## src/rtl/dilithium_pkg.sv

```systemverilog
// Shared Dilithium constants, FSM state encoding and a modular-add helper.
package dilithium_pkg;

   localparam logic [22:0] Q      = 23'd8380417;
   localparam int          N_COEF = 256;
   localparam int          COEF_W = 23;
   localparam int          PROD_W = 46;

   typedef enum logic [2:0] {
      IDLE  = 3'd0,
      RUN   = 3'd1,
      DRAIN = 3'd2,
      DONE  = 3'd3
   } state_t;

   // (x + y) mod Q for x, y < Q: one conditional subtract is enough
   function automatic logic [COEF_W-1:0] mod_add(input logic [COEF_W-1:0] x,
                                                 input logic [COEF_W-1:0] y);
      logic [COEF_W:0] s;
      s = {1'b0, x} + {1'b0, y};
      if (s >= {1'b0, Q}) s = s - {1'b0, Q};
      return s[COEF_W-1:0];
   endfunction

endpackage

```

## src/rtl/pw_mul_pipe.sv

```systemverilog
// Datapath of the pointwise multiplier: product register, address delay
// line and valid shift register. The FSM only tells it when a read issues.
// Optional accumulate stage under POINTWISE_ACC_EN.
module pw_mul_pipe
   import dilithium_pkg::*;
#(
   parameter int ADDR_W = 16,
   parameter int DATA_W = 24
)(
   input  logic              clk,
   input  logic              rst_n,
   input  logic              issue,
   input  logic [ADDR_W-1:0] rd_addr,
   input  logic [DATA_W-1:0] a_data,
   input  logic [DATA_W-1:0] b_data,
`ifdef POINTWISE_ACC_EN
   input  logic              acc_en,
   input  logic [DATA_W-1:0] c_rd_data,
   output logic [ADDR_W-1:0] c_rd_addr,
`endif
   input  logic [COEF_W-1:0] reduction_output,
   output logic [PROD_W-1:0] reduction_input,
   output logic [ADDR_W-1:0] c_addr,
   output logic [DATA_W-1:0] c_data,
   output logic              c_web
);

`ifdef POINTWISE_ACC_EN
   localparam int STAGES = 3;
`else
   localparam int STAGES = 2;
`endif

   logic [STAGES:1]   vld_r;
   logic [STAGES:0]   vld_pipe;
   logic [ADDR_W-1:0] addr_r [1:STAGES];
   logic [PROD_W-1:0] prod_r;
   logic              unused_msb;

   // stage 0 is the read issued this cycle; stage 1 is RAM data on the bus
   assign vld_pipe   = {vld_r, issue};
   assign unused_msb = a_data[DATA_W-1] ^ b_data[DATA_W-1];

   // valid bits and the coefficient index travel together
   always_ff @(posedge clk or negedge rst_n) begin
      if (!rst_n) begin
         vld_r <= '0;
         for (int i = 1; i <= STAGES; i++) addr_r[i] <= '0;
      end else begin
         vld_r     <= vld_pipe[STAGES-1:0];
         addr_r[1] <= rd_addr;
         for (int i = 2; i <= STAGES; i++) addr_r[i] <= addr_r[i-1];
      end
   end

   // full-width 23x23 product of the returned coefficients (bit 23 dropped)
   always_ff @(posedge clk or negedge rst_n) begin
      if (!rst_n)
         prod_r <= '0;
      else if (vld_pipe[1])
         prod_r <= PROD_W'(a_data[COEF_W-1:0]) * PROD_W'(b_data[COEF_W-1:0]);
   end

   assign reduction_input = prod_r;

`ifdef POINTWISE_ACC_EN
   logic [COEF_W-1:0] acc_r;
   logic              unused_c_msb;

   assign c_rd_addr    = addr_r[1];
   assign unused_c_msb = c_rd_data[DATA_W-1];

   // old C value arrives alongside the reduced product; add mod Q
   always_ff @(posedge clk or negedge rst_n) begin
      if (!rst_n)
         acc_r <= '0;
      else if (vld_pipe[2])
         acc_r <= mod_add(c_rd_data[COEF_W-1:0], reduction_output);
   end

   // write port: stage 3 in accumulate mode, stage 2 otherwise
   always_comb begin
      c_web  = 1'b1;
      c_addr = addr_r[2];
      c_data = '0;
      if (acc_en) begin
         c_addr = addr_r[3];
         c_web  = ~vld_pipe[3];
         if (vld_pipe[3]) c_data = {{(DATA_W-COEF_W){1'b0}}, acc_r};
      end else begin
         c_web = ~vld_pipe[2];
         if (vld_pipe[2]) c_data = {{(DATA_W-COEF_W){1'b0}}, reduction_output};
      end
   end
`else
   // write port: reduced product lands in the same cycle it is presented
   always_comb begin
      c_addr = addr_r[2];
      c_web  = ~vld_pipe[2];
      c_data = '0;
      if (vld_pipe[2]) c_data = {{(DATA_W-COEF_W){1'b0}}, reduction_output};
   end
`endif

endmodule

```

## src/rtl/poly_pointwise_mul.sv

```systemverilog
// c[k] = a[k]*b[k] mod Q over one NTT-domain polynomial, one coefficient
// per cycle. Reduction is done by the shared external unit.
// Optional accumulate mode (c = c_old + a*b mod Q) under POINTWISE_ACC_EN.
module poly_pointwise_mul
   import dilithium_pkg::*;
#(
   parameter int ADDR_W = 16,
   parameter int DATA_W = 24
)(
   input  logic              clk,
   input  logic              rst_n,
   input  logic              start_mul,
`ifdef POINTWISE_ACC_EN
   input  logic              acc_mode,
   input  logic [DATA_W-1:0] c_rd_data,
   output logic [ADDR_W-1:0] c_rd_addr,
`endif
   output logic              busy,
   output logic              done_mul,
   output logic [ADDR_W-1:0] a_addr,
   input  logic [DATA_W-1:0] a_data,
   output logic [ADDR_W-1:0] b_addr,
   input  logic [DATA_W-1:0] b_data,
   output logic [ADDR_W-1:0] c_addr,
   output logic [DATA_W-1:0] c_data,
   output logic              c_web,
   output logic [PROD_W-1:0] reduction_input,
   input  logic [COEF_W-1:0] reduction_output
);

   state_t     state, state_nx;
   logic [8:0] rd_cnt;
   logic [1:0] drn_cnt;
   logic       accept, rd_last, drn_last;

   // a start landing on the done pulse is dropped
   assign accept  = (state == IDLE) && start_mul && !done_mul;
   assign rd_last = (rd_cnt == 9'(N_COEF-1));
   assign busy    = (state != IDLE);
   assign a_addr  = ADDR_W'(rd_cnt);
   assign b_addr  = ADDR_W'(rd_cnt);

`ifdef POINTWISE_ACC_EN
   logic acc_q;

   // accumulate mode is fixed for the whole run
   always_ff @(posedge clk or negedge rst_n) begin
      if (!rst_n)      acc_q <= 1'b0;
      else if (accept) acc_q <= acc_mode;
   end

   // drain covers the extra accumulate stage
   assign drn_last = (drn_cnt == (acc_q ? 2'd2 : 2'd1));
`else
   assign drn_last = (drn_cnt == 2'd1);
`endif

   // state register
   always_ff @(posedge clk or negedge rst_n) begin
      if (!rst_n) state <= IDLE;
      else        state <= state_nx;
   end

   // next-state logic
   always_comb begin
      state_nx = state;
      case (state)
         IDLE:    if (accept)   state_nx = RUN;
         RUN:     if (rd_last)  state_nx = DRAIN;
         DRAIN:   if (drn_last) state_nx = DONE;
         DONE:                  state_nx = IDLE;
         default:               state_nx = IDLE;
      endcase
   end

   // read counter: single pass, parks on the last address
   always_ff @(posedge clk or negedge rst_n) begin
      if (!rst_n)
         rd_cnt <= '0;
      else if (accept)
         rd_cnt <= '0;
      else if (state == RUN && !rd_last)
         rd_cnt <= rd_cnt + 9'd1;
   end

   // drain length counter
   always_ff @(posedge clk or negedge rst_n) begin
      if (!rst_n)              drn_cnt <= '0;
      else if (state == DRAIN) drn_cnt <= drn_cnt + 2'd1;
      else                     drn_cnt <= '0;
   end

   // registered completion pulse, one cycle after DONE
   always_ff @(posedge clk or negedge rst_n) begin
      if (!rst_n) done_mul <= 1'b0;
      else        done_mul <= (state == DONE);
   end

   pw_mul_pipe #(.ADDR_W(ADDR_W), .DATA_W(DATA_W)) u_pipe (
      .clk              (clk),
      .rst_n            (rst_n),
      .issue            (state == RUN),
      .rd_addr          (a_addr),
      .a_data           (a_data),
      .b_data           (b_data),
`ifdef POINTWISE_ACC_EN
      .acc_en           (acc_q),
      .c_rd_data        (c_rd_data),
      .c_rd_addr        (c_rd_addr),
`endif
      .reduction_output (reduction_output),
      .reduction_input  (reduction_input),
      .c_addr           (c_addr),
      .c_data           (c_data),
      .c_web            (c_web)
   );

endmodule

```

## config.mk

```make
export PLATFORM = sky130hd
export DESIGN_NAME = poly_pointwise_mul
export DESIGN_NICKNAME = d
export VERILOG_FILES = /design/src/rtl/dilithium_pkg.sv /design/src/rtl/pw_mul_pipe.sv /design/src/rtl/poly_pointwise_mul.sv
export SDC_FILE = /design/constraint.sdc
export NUM_CORES = 1
export LEC_CHECK = 0
export ABC_AREA = 1
export CAP_MARGIN = 40
export CORE_ASPECT_RATIO = 1.75
export CORE_UTILIZATION = 61
export DETAILED_ROUTE_END_ITERATION = 10
export GPL_ROUTABILITY_DRIVEN = 0
export PLACE_DENSITY = 0.84
export SLEW_MARGIN = 20
export SYNTH_ARGS = -nofsm -noshare
export SYNTH_HDL_FRONTEND = slang
export SYNTH_SLANG_ARGS = --single-unit
```

## constraint.sdc

```tcl
create_clock -name clk -period 2.7 [get_ports clk]
set_input_delay 0.405 -clock clk [delete_from_list [all_inputs] [get_ports clk]]
set_output_delay 0.405 -clock clk [all_outputs]
set_load 0.05 [all_outputs]
```

==> impl_results.md, run 1 <==
- Largest net degree at the start of global routing: 51
- Netlist cell types: 32
- Largest buffer count on any clock path: 2
- Gr usage total: 80.8%
- Die W: 146 µm
- Detail Placement HPWL: 52800 µm
- CTS H-tree lvls: 3
- Synthesis Warnings: 0
- Syn Area/Cell: 7.46 µm²
- Initial core utilization: 61.7%
- Placed Area: 0.0267 mm²
- Register area share after synthesis: 9.04%
- GRT overflow: 534
- Setup WS pre-CTS: -3.85 ns
- Synth top area share: 39.6%
- Fail Step: global routing (5_1_grt)
- Mapped Cells: 2969
- Post-synth EDFFs: 0
- Die Span Y: 254 µm
- #FFs+latches synth: 80
- Error: [ERROR GRT-0232] Routing congestion too high. Check the congestion heatmap in the GUI.
- Clock sink count: 80
- Outcome: did not finish
- Total CTS buffers: 9
- IO Count: 195
- Row count: 92
- Placed Cells: 3711
- Synth area leaders: fa_1 (40%), nand2_1 (16%), inv_1 (15%)
- Main synth FF type: dfrtp_1
- Fraction of registers with async set/reset: 100%
- Synthesized cell area: 0.0221 mm²
- Cell taking the most area after synthesis: fa_1
- Post-CTS Hold Fix Bufs: 0
- Number of port buffers: 170
- Clk root buf: clkbuf_16
[cells by family after synthesis]
logic type	Yosys count	synth area share (%)
fa+ha+maj	617	49.7
simple gates	1126	20.2
xor+xnor	21	0.830
other cells	1	0.0169
buf+inv	1051	18.5
flops	80	9.04
compound gates	73	1.71
[stage by stage]
step / utilization (%) / hold slack (ns)
floorplan: - / 0.109
global placement: 74.2 / 0.334
CTS: 81.8 / 0.103
detailed placement: 74.2 / 0.339
[synth_stat cells, drive strengths merged (2+ instances only)]
library cell and n:
a211oi 2, clkbuf 100, buf 43, o21ai 30, xor2 7, a21oi 37, or2 6, nand4 4
dfrtp 80, fa 438, xnor2 14, nand3 67, o21bai 3, nor2 91, and2 2, and3 2
ha 179, nor3 9, inv 908, nand2 943
[metal layers]
layer	overflow	track usage, %
met1	2	76.9
met2	358	97.8
met3	18	67.1
met4	155	85.4
met5	1	38.8
[repair_timing]
action / in CTS
pin swaps: 206
gates resized for setup: 508
setup endpoints to repair: 43
gates cloned: 24
endpoints found under the hold margin: 0
buffers inserted: 94
==> run 2: changes to the inputs <==
CORE_ASPECT_RATIO = default   (was 1.75)
CORE_UTILIZATION = 40   (was 61)
PLACE_DENSITY = default   (was 0.84)
PLACE_DENSITY_LB_ADDON = 0.15   (was default)
==> impl_results.md, run 2 <==
- Clk Latency, worst-skew pair: 0.34 ns
- Commonest non-fill, non-tap cell in the layout: inv_1
- Hold WC Path Type: flop to flop
- Worst-Margin Slew: 0.674 ns
- Setup violators final: 42
- Clock skew: 0.00736 ns
- Fraction of registers with async set/reset: 100%
- Placed Area: 0.0269 mm²
- CTS tree: yes
- Vias post-DR: 19348
- Hold Worst Slack: 0.349 ns
- Synth top cells by count: nand2_1 (934), inv_1 (906), fa_1 (438), ha_1 (179), clkbuf_1 (100)
- Clock sink count: 80
- Initial antenna violation count: 0
- Crit path required time: 2.93 ns
- Arr. time, crit path: 5.91 ns
- Slew Viols, Final: 0
- DRT iter0 DRCs: 1011
- Failing checks: setup timing
- First-pass GRT wire length: 110000 µm
- Routed WL: 67800 µm
- Max frequency: 176 MHz
- Mapped Cells: 2969
- Crit end category: flop
- Total CTS buffers: 9
- Final-report hold violation count: 0
- GRT overflow: 0
- Post-synth EDFFs: 0
- Setup crit start kind: primary input
- Outcome: complete, but fails checks
- Main synth FF type: dfrtp_1
- DR WL/cell: 16.5 µm
- Final Core Density: 57.3%
- Die ar.: 0.0563 mm²
- Number of port buffers: 170
- CP Class: primary input to flop
- Fraction of layout cells with a size suffix above 1: 29.7%
- Fin crit share: 211%
- Unrepaired setup endpoints after global routing: yes
- Routed Antenna Nets: 0
- Largest buffer count on any clock path: 2
- Clk root buf: clkbuf_16
- Netlist cell types: 32
- Most frequent cells in the layout: inv_1 (759), nand2_1 (729), fa_1 (395), buf_4 (226), nand2_2 (148)
- Max-cap violations: 0
- Synth top area share: 39.6%
- Cell taking the most area after synthesis: fa_1
- Drt pass-1 iters: 5
- Largest net degree at the start of global routing: 31
- CORE AREA: 0.0542 mm²
- Die W: 237 µm
- Synth area leaders: fa_1 (40%), nand2_1 (16%), inv_1 (15%)
- CTS H-tree lvls: 3
- Number of global-route vias before repair: 20757
- Most frequent cell after synthesis: nand2_1
- Max FO, Critical Path: 6
- #FFs+latches synth: 80
- Slew HR: 55.1%
- DRC errors left: 0
- Row count: 85
- Syn Area/Cell: 7.46 µm²
- Vias per inst: 4.70
- Initial core utilization: 40.8%
- Max reg flops: 46
- Reg clk slew, reported paths: 0.07 ns
- Total Nets Final: 4104
- Area Growth Syn to Fin: 40.4%
- Final WS setup: -2.98 ns
- Post-Layout Inst Area: 0.0311 mm²
- Fin crit period: 5.68 ns
- Diode count: 0
- Detail Placement HPWL: 51600 µm
- Synthesis Warnings: 0
- Synthesized cell area: 0.0221 mm²
- IO Count: 195
- Register area share after synthesis: 9.04%
- Die Span Y: 237 µm
- Gr usage total: 24.8%
## run 2: final cells by class
cell class | instances | area [µm²]
fillers | 4879 | 23100
multi-input cells | 1859 | 18400
repair buffers | 555 | 6110
inverters | 908 | 3420
flip-flops and latches | 80 | 2000
well taps | 696 | 871
clock buffers | 10 | 239
clock inverters | 6 | 73.8
## run 2: path summary, 6_finish.rpt
| path | startpoint | to | slack [ns] | depth (start not counted) |
|---|---|---|---|---|
| min in group asynchronous | rst_n | u_pipe.addr_r[19] | 0.52 | 2 |
| worst min-delay path | u_pipe.addr_r[24] | u_pipe.c_addr[8] | 0.35 | 0 |
| worst max register to register | rd_cnt[0] | rd_cnt[4] | 0.41 | 11 |
| max in group asynchronous | rst_n | u_pipe.reduction_input[27] | 1.50 | 3 |
| worst max-delay path | b_data[11] | u_pipe.reduction_input[31] | -2.98 | 26 |
| worst min register to register | u_pipe.addr_r[24] | u_pipe.c_addr[8] | 0.35 | 0 |
## run 2: timing repair
action | CTS | global route
gates resized for setup | 562 | 382
buffers inserted | 93 | 43
cloned | 25 | 2
setup endpoints to repair | 43 | 45
pin swaps | 256 | 223
hold buffers | 1 | 0
endpoints found under the hold margin | 23 | 0
## run 2: critical path, stage by stage
cell	delay (ns)
buf_12	0.11
buf_12	0.13
nand2_1	0.06
inv_1	0.05
fa_1	0.53
inv_1	0.06
fa_1	0.49
inv_1	0.06
fa_1	0.49
fa_2	0.59
fa_2	0.49
fa_1	0.57
inv_2	0.04
fa_1	0.49
inv_2	0.05
ha_4	0.31
nand2_4	0.08
nor2_4	0.15
and2_4	0.16
nand3b_1	0.11
nand3_4	0.15
nand2_2	0.08
nand2_2	0.06
nand2_2	0.05
nand3_2	0.08
nand2_1	0.06
## run 2: cell families (layout without fill, tap and decap cells)
logic type	count (synthesis)	after routing	share of synthesized area, %
buffers and inverters	1051	1479	18.5
flip-flops	80	80	9.04
other	1	22	0.0169
adder cells (fa/ha/maj)	617	617	49.7
XOR/XNOR	21	21	0.830
AND/OR/NAND/NOR	1126	1126	20.2
AO/OA/AOI/OAI	73	73	1.71
## run 2: metal layers
layer  part of all wire [%]  vias up  GRT usage [%]  wire, µm
li1                       -     9105              -         -
met1                     42     9530           32.9     28500
met2                     49      581           42.7     33400
met3                    5.5      132           2.81      3700
met4                    3.3        0           7.16      2210
met5                      0        -              0         0
## run 2: metrics by stage
step | setup WS [ns] | instances | TNS, ns
5_1_grt | -3.16 | 4114 | -119.01
3_5_place_dp | -3.81 | 3947 | -145.49
4_1_cts | -3.01 | 4080 | -112.96
3_3_place_gp | -3.80 | 3947 | -145.41
6_report | -2.98 | 4114 | -111.56
2_1_floorplan | -2.75 | 2990 | -100.37
Power of run 2 is left out: the tool's default activity adds up to more than one toggle a clock period on the data nets, which glitch-free logic cannot reach.
==> run 3: changes to the inputs <==
CORE_ASPECT_RATIO = 0.75   (was default)
CTS_CLUSTER_SIZE = 20   (was default)
==> impl_results.md, run 3 (same netlist as run 2, synthesis figures left out) <==
- Outcome: complete, but fails checks
- Failing checks: setup timing
- Total Nets Final: 4080
- CTS H-tree lvls: 3
- Critical Path Start: b_data[16]
- Placed Cells: 3963
- Reg-to-Reg End: state[0]
- Vias post-DR: 19495
- Fin crit period: 5.79 ns
- Critical path's most frequent cell: fa_1
- Placed Area: 0.0270 mm²
- Fraction of layout cells with a size suffix above 1: 25.6%
- Setup TNS: -111.39 ns
- Area Growth Syn to Fin: 37.3%
- Clock sink count: 80
- DR WL/cell: 16.5 µm
- Slew HR: 52.2%
- Final WS setup: -3.09 ns
- Final-report hold violation count: 0
- CTS tree: yes
- Max reg flops: 46
- Slew Viols, Final: 0
- Die ar.: 0.0563 mm²
- Worst R2R Setup Slack: 0.27 ns
- Reg clk slew, reported paths: 0.06 ns
- Post-Layout Inst Area: 0.0304 mm²
- DRC errors left: 0
- First-pass GRT wire length: 109000 µm
- Total CTS buffers: 9
- Setup violators final: 42
- CP endpoint: u_pipe.reduction_input[23]
- Die Span Y: 206 µm
- DRT iter0 DRCs: 1151
- Clk Latency, worst-skew pair: 0.35 ns
- Slowest CP cell: fa_2
- Filler instances: 4927
- Largest net degree at the start of global routing: 81
- Reg2reg start: rd_cnt[0]
- Commonest non-fill, non-tap cell in the layout: inv_1
- Initial core utilization: 40.6%
- Final Core Density: 55.8%
- Diode count: 0
- Vias per inst: 4.74
- IO Count: 195
- Die W: 274 µm
- Row count: 74
- Fin crit share: 214%
- Max FO, Critical Path: 5
- Worst-Margin Slew: 0.715 ns
- Setup crit start kind: primary input
- Crit end category: flop
- Clk root buf: clkbuf_16
- Routed Antenna Nets: 0
- CP max stage delay: 0.63 ns
- Worst R2R Path Depth: 12
- Routed WL: 67700 µm
- Most frequent cells in the layout: inv_1 (803), nand2_1 (769), fa_1 (412), buf_4 (230), ha_1 (139)
- Arr. time, crit path: 6.03 ns
- Post-CTS Hold Fix Bufs: 0
- Area of the multi-input gates: 0.0180 mm²
- Hold WC Path Type: primary input to asynchronous set/reset pin
- Drt pass-1 iters: 5
- Detail Placement HPWL: 52200 µm
- CP Class: primary input to flop
- Number of port buffers: 170
- Number of global-route vias before repair: 20781
- CORE AREA: 0.0545 mm²
- Layout Cells excl Fill: 4116
- Clock skew: 0.00919 ns
- Max frequency: 173 MHz
- Max-cap violations: 0
- Initial antenna violation count: 0
- GRT overflow: 0
- Unrepaired setup endpoints after global routing: yes
- Largest buffer count on any clock path: 2
- Reg area: 0.00200 mm²
- Gr usage total: 25.0%
- Crit path required time: 2.94 ns
-- run 3: per-stage QoR --
| stage | hold WS [ns] | setup slack (ns) |
|---|---|---|
| after detailed placement | 0.336 | -3.77 |
| after global routing | 0.0932 | -3.23 |
| after floorplan | 0.109 | -2.75 |
| after global placement | 0.334 | -3.72 |
| after CTS | 0.0844 | -3.04 |
| final | 0.0581 | -3.09 |
-- run 3: layer usage --
| metal | part of all wire [%] | track usage (%) | vias up | routed length, µm |
|---|---|---|---|---|
| li1 | - | - | 9076 | - |
| met1 | 44 | 34.8 | 9747 | 30000 |
| met2 | 47 | 41.1 | 585 | 32000 |
| met3 | 6.8 | 4.18 | 87 | 4590 |
| met4 | 1.7 | 4.45 | 0 | 1120 |
| met5 | 0 | 0 | - | 0 |
-- run 3: final cells by class --
cell class                 count  share of cell area, %
inverter                     908                   11.2
timing repair buffer         531                   19.2
clock buffer                  11                  0.798
multi-input combinational   1859                   59.0
tap                          722                   2.97
sequential                    80                   6.58
clock inverter                 5                  0.206
-- run 3: worst min-delay path by stage --
stage                      startpoint                   endpoint  slack (ns)
global route                    rst_n  u_pipe.reduction_input[8]        0.09
floorplan                       rst_n                   done_mul        0.11
detailed placement  u_pipe.addr_r[24]           u_pipe.c_addr[8]        0.34
finish                          rst_n  u_pipe.reduction_input[8]        0.06
global placement    u_pipe.addr_r[19]           u_pipe.c_addr[3]        0.33
CTS                             rst_n  u_pipe.reduction_input[8]        0.08
-- run 3: critical path: cells and delay by family --
family	cells	cell delay, ns
AND/OR/NAND/NOR	7	0.75
adder cells (fa/ha/maj)	8	3.69
AO/OA/AOI/OAI	1	0.17
buffers and inverters	9	1.00
-- run 3: timing repair --
action | CTS | global route
setup buffers | 97 | 25
gates cloned | 24 | 0
endpoints found under the hold margin | 0 | 0
gates resized for setup | 492 | 222
setup endpoints to repair | 43 | 42
pin swaps | 192 | 206
Power of run 3 is left out for the same reason.
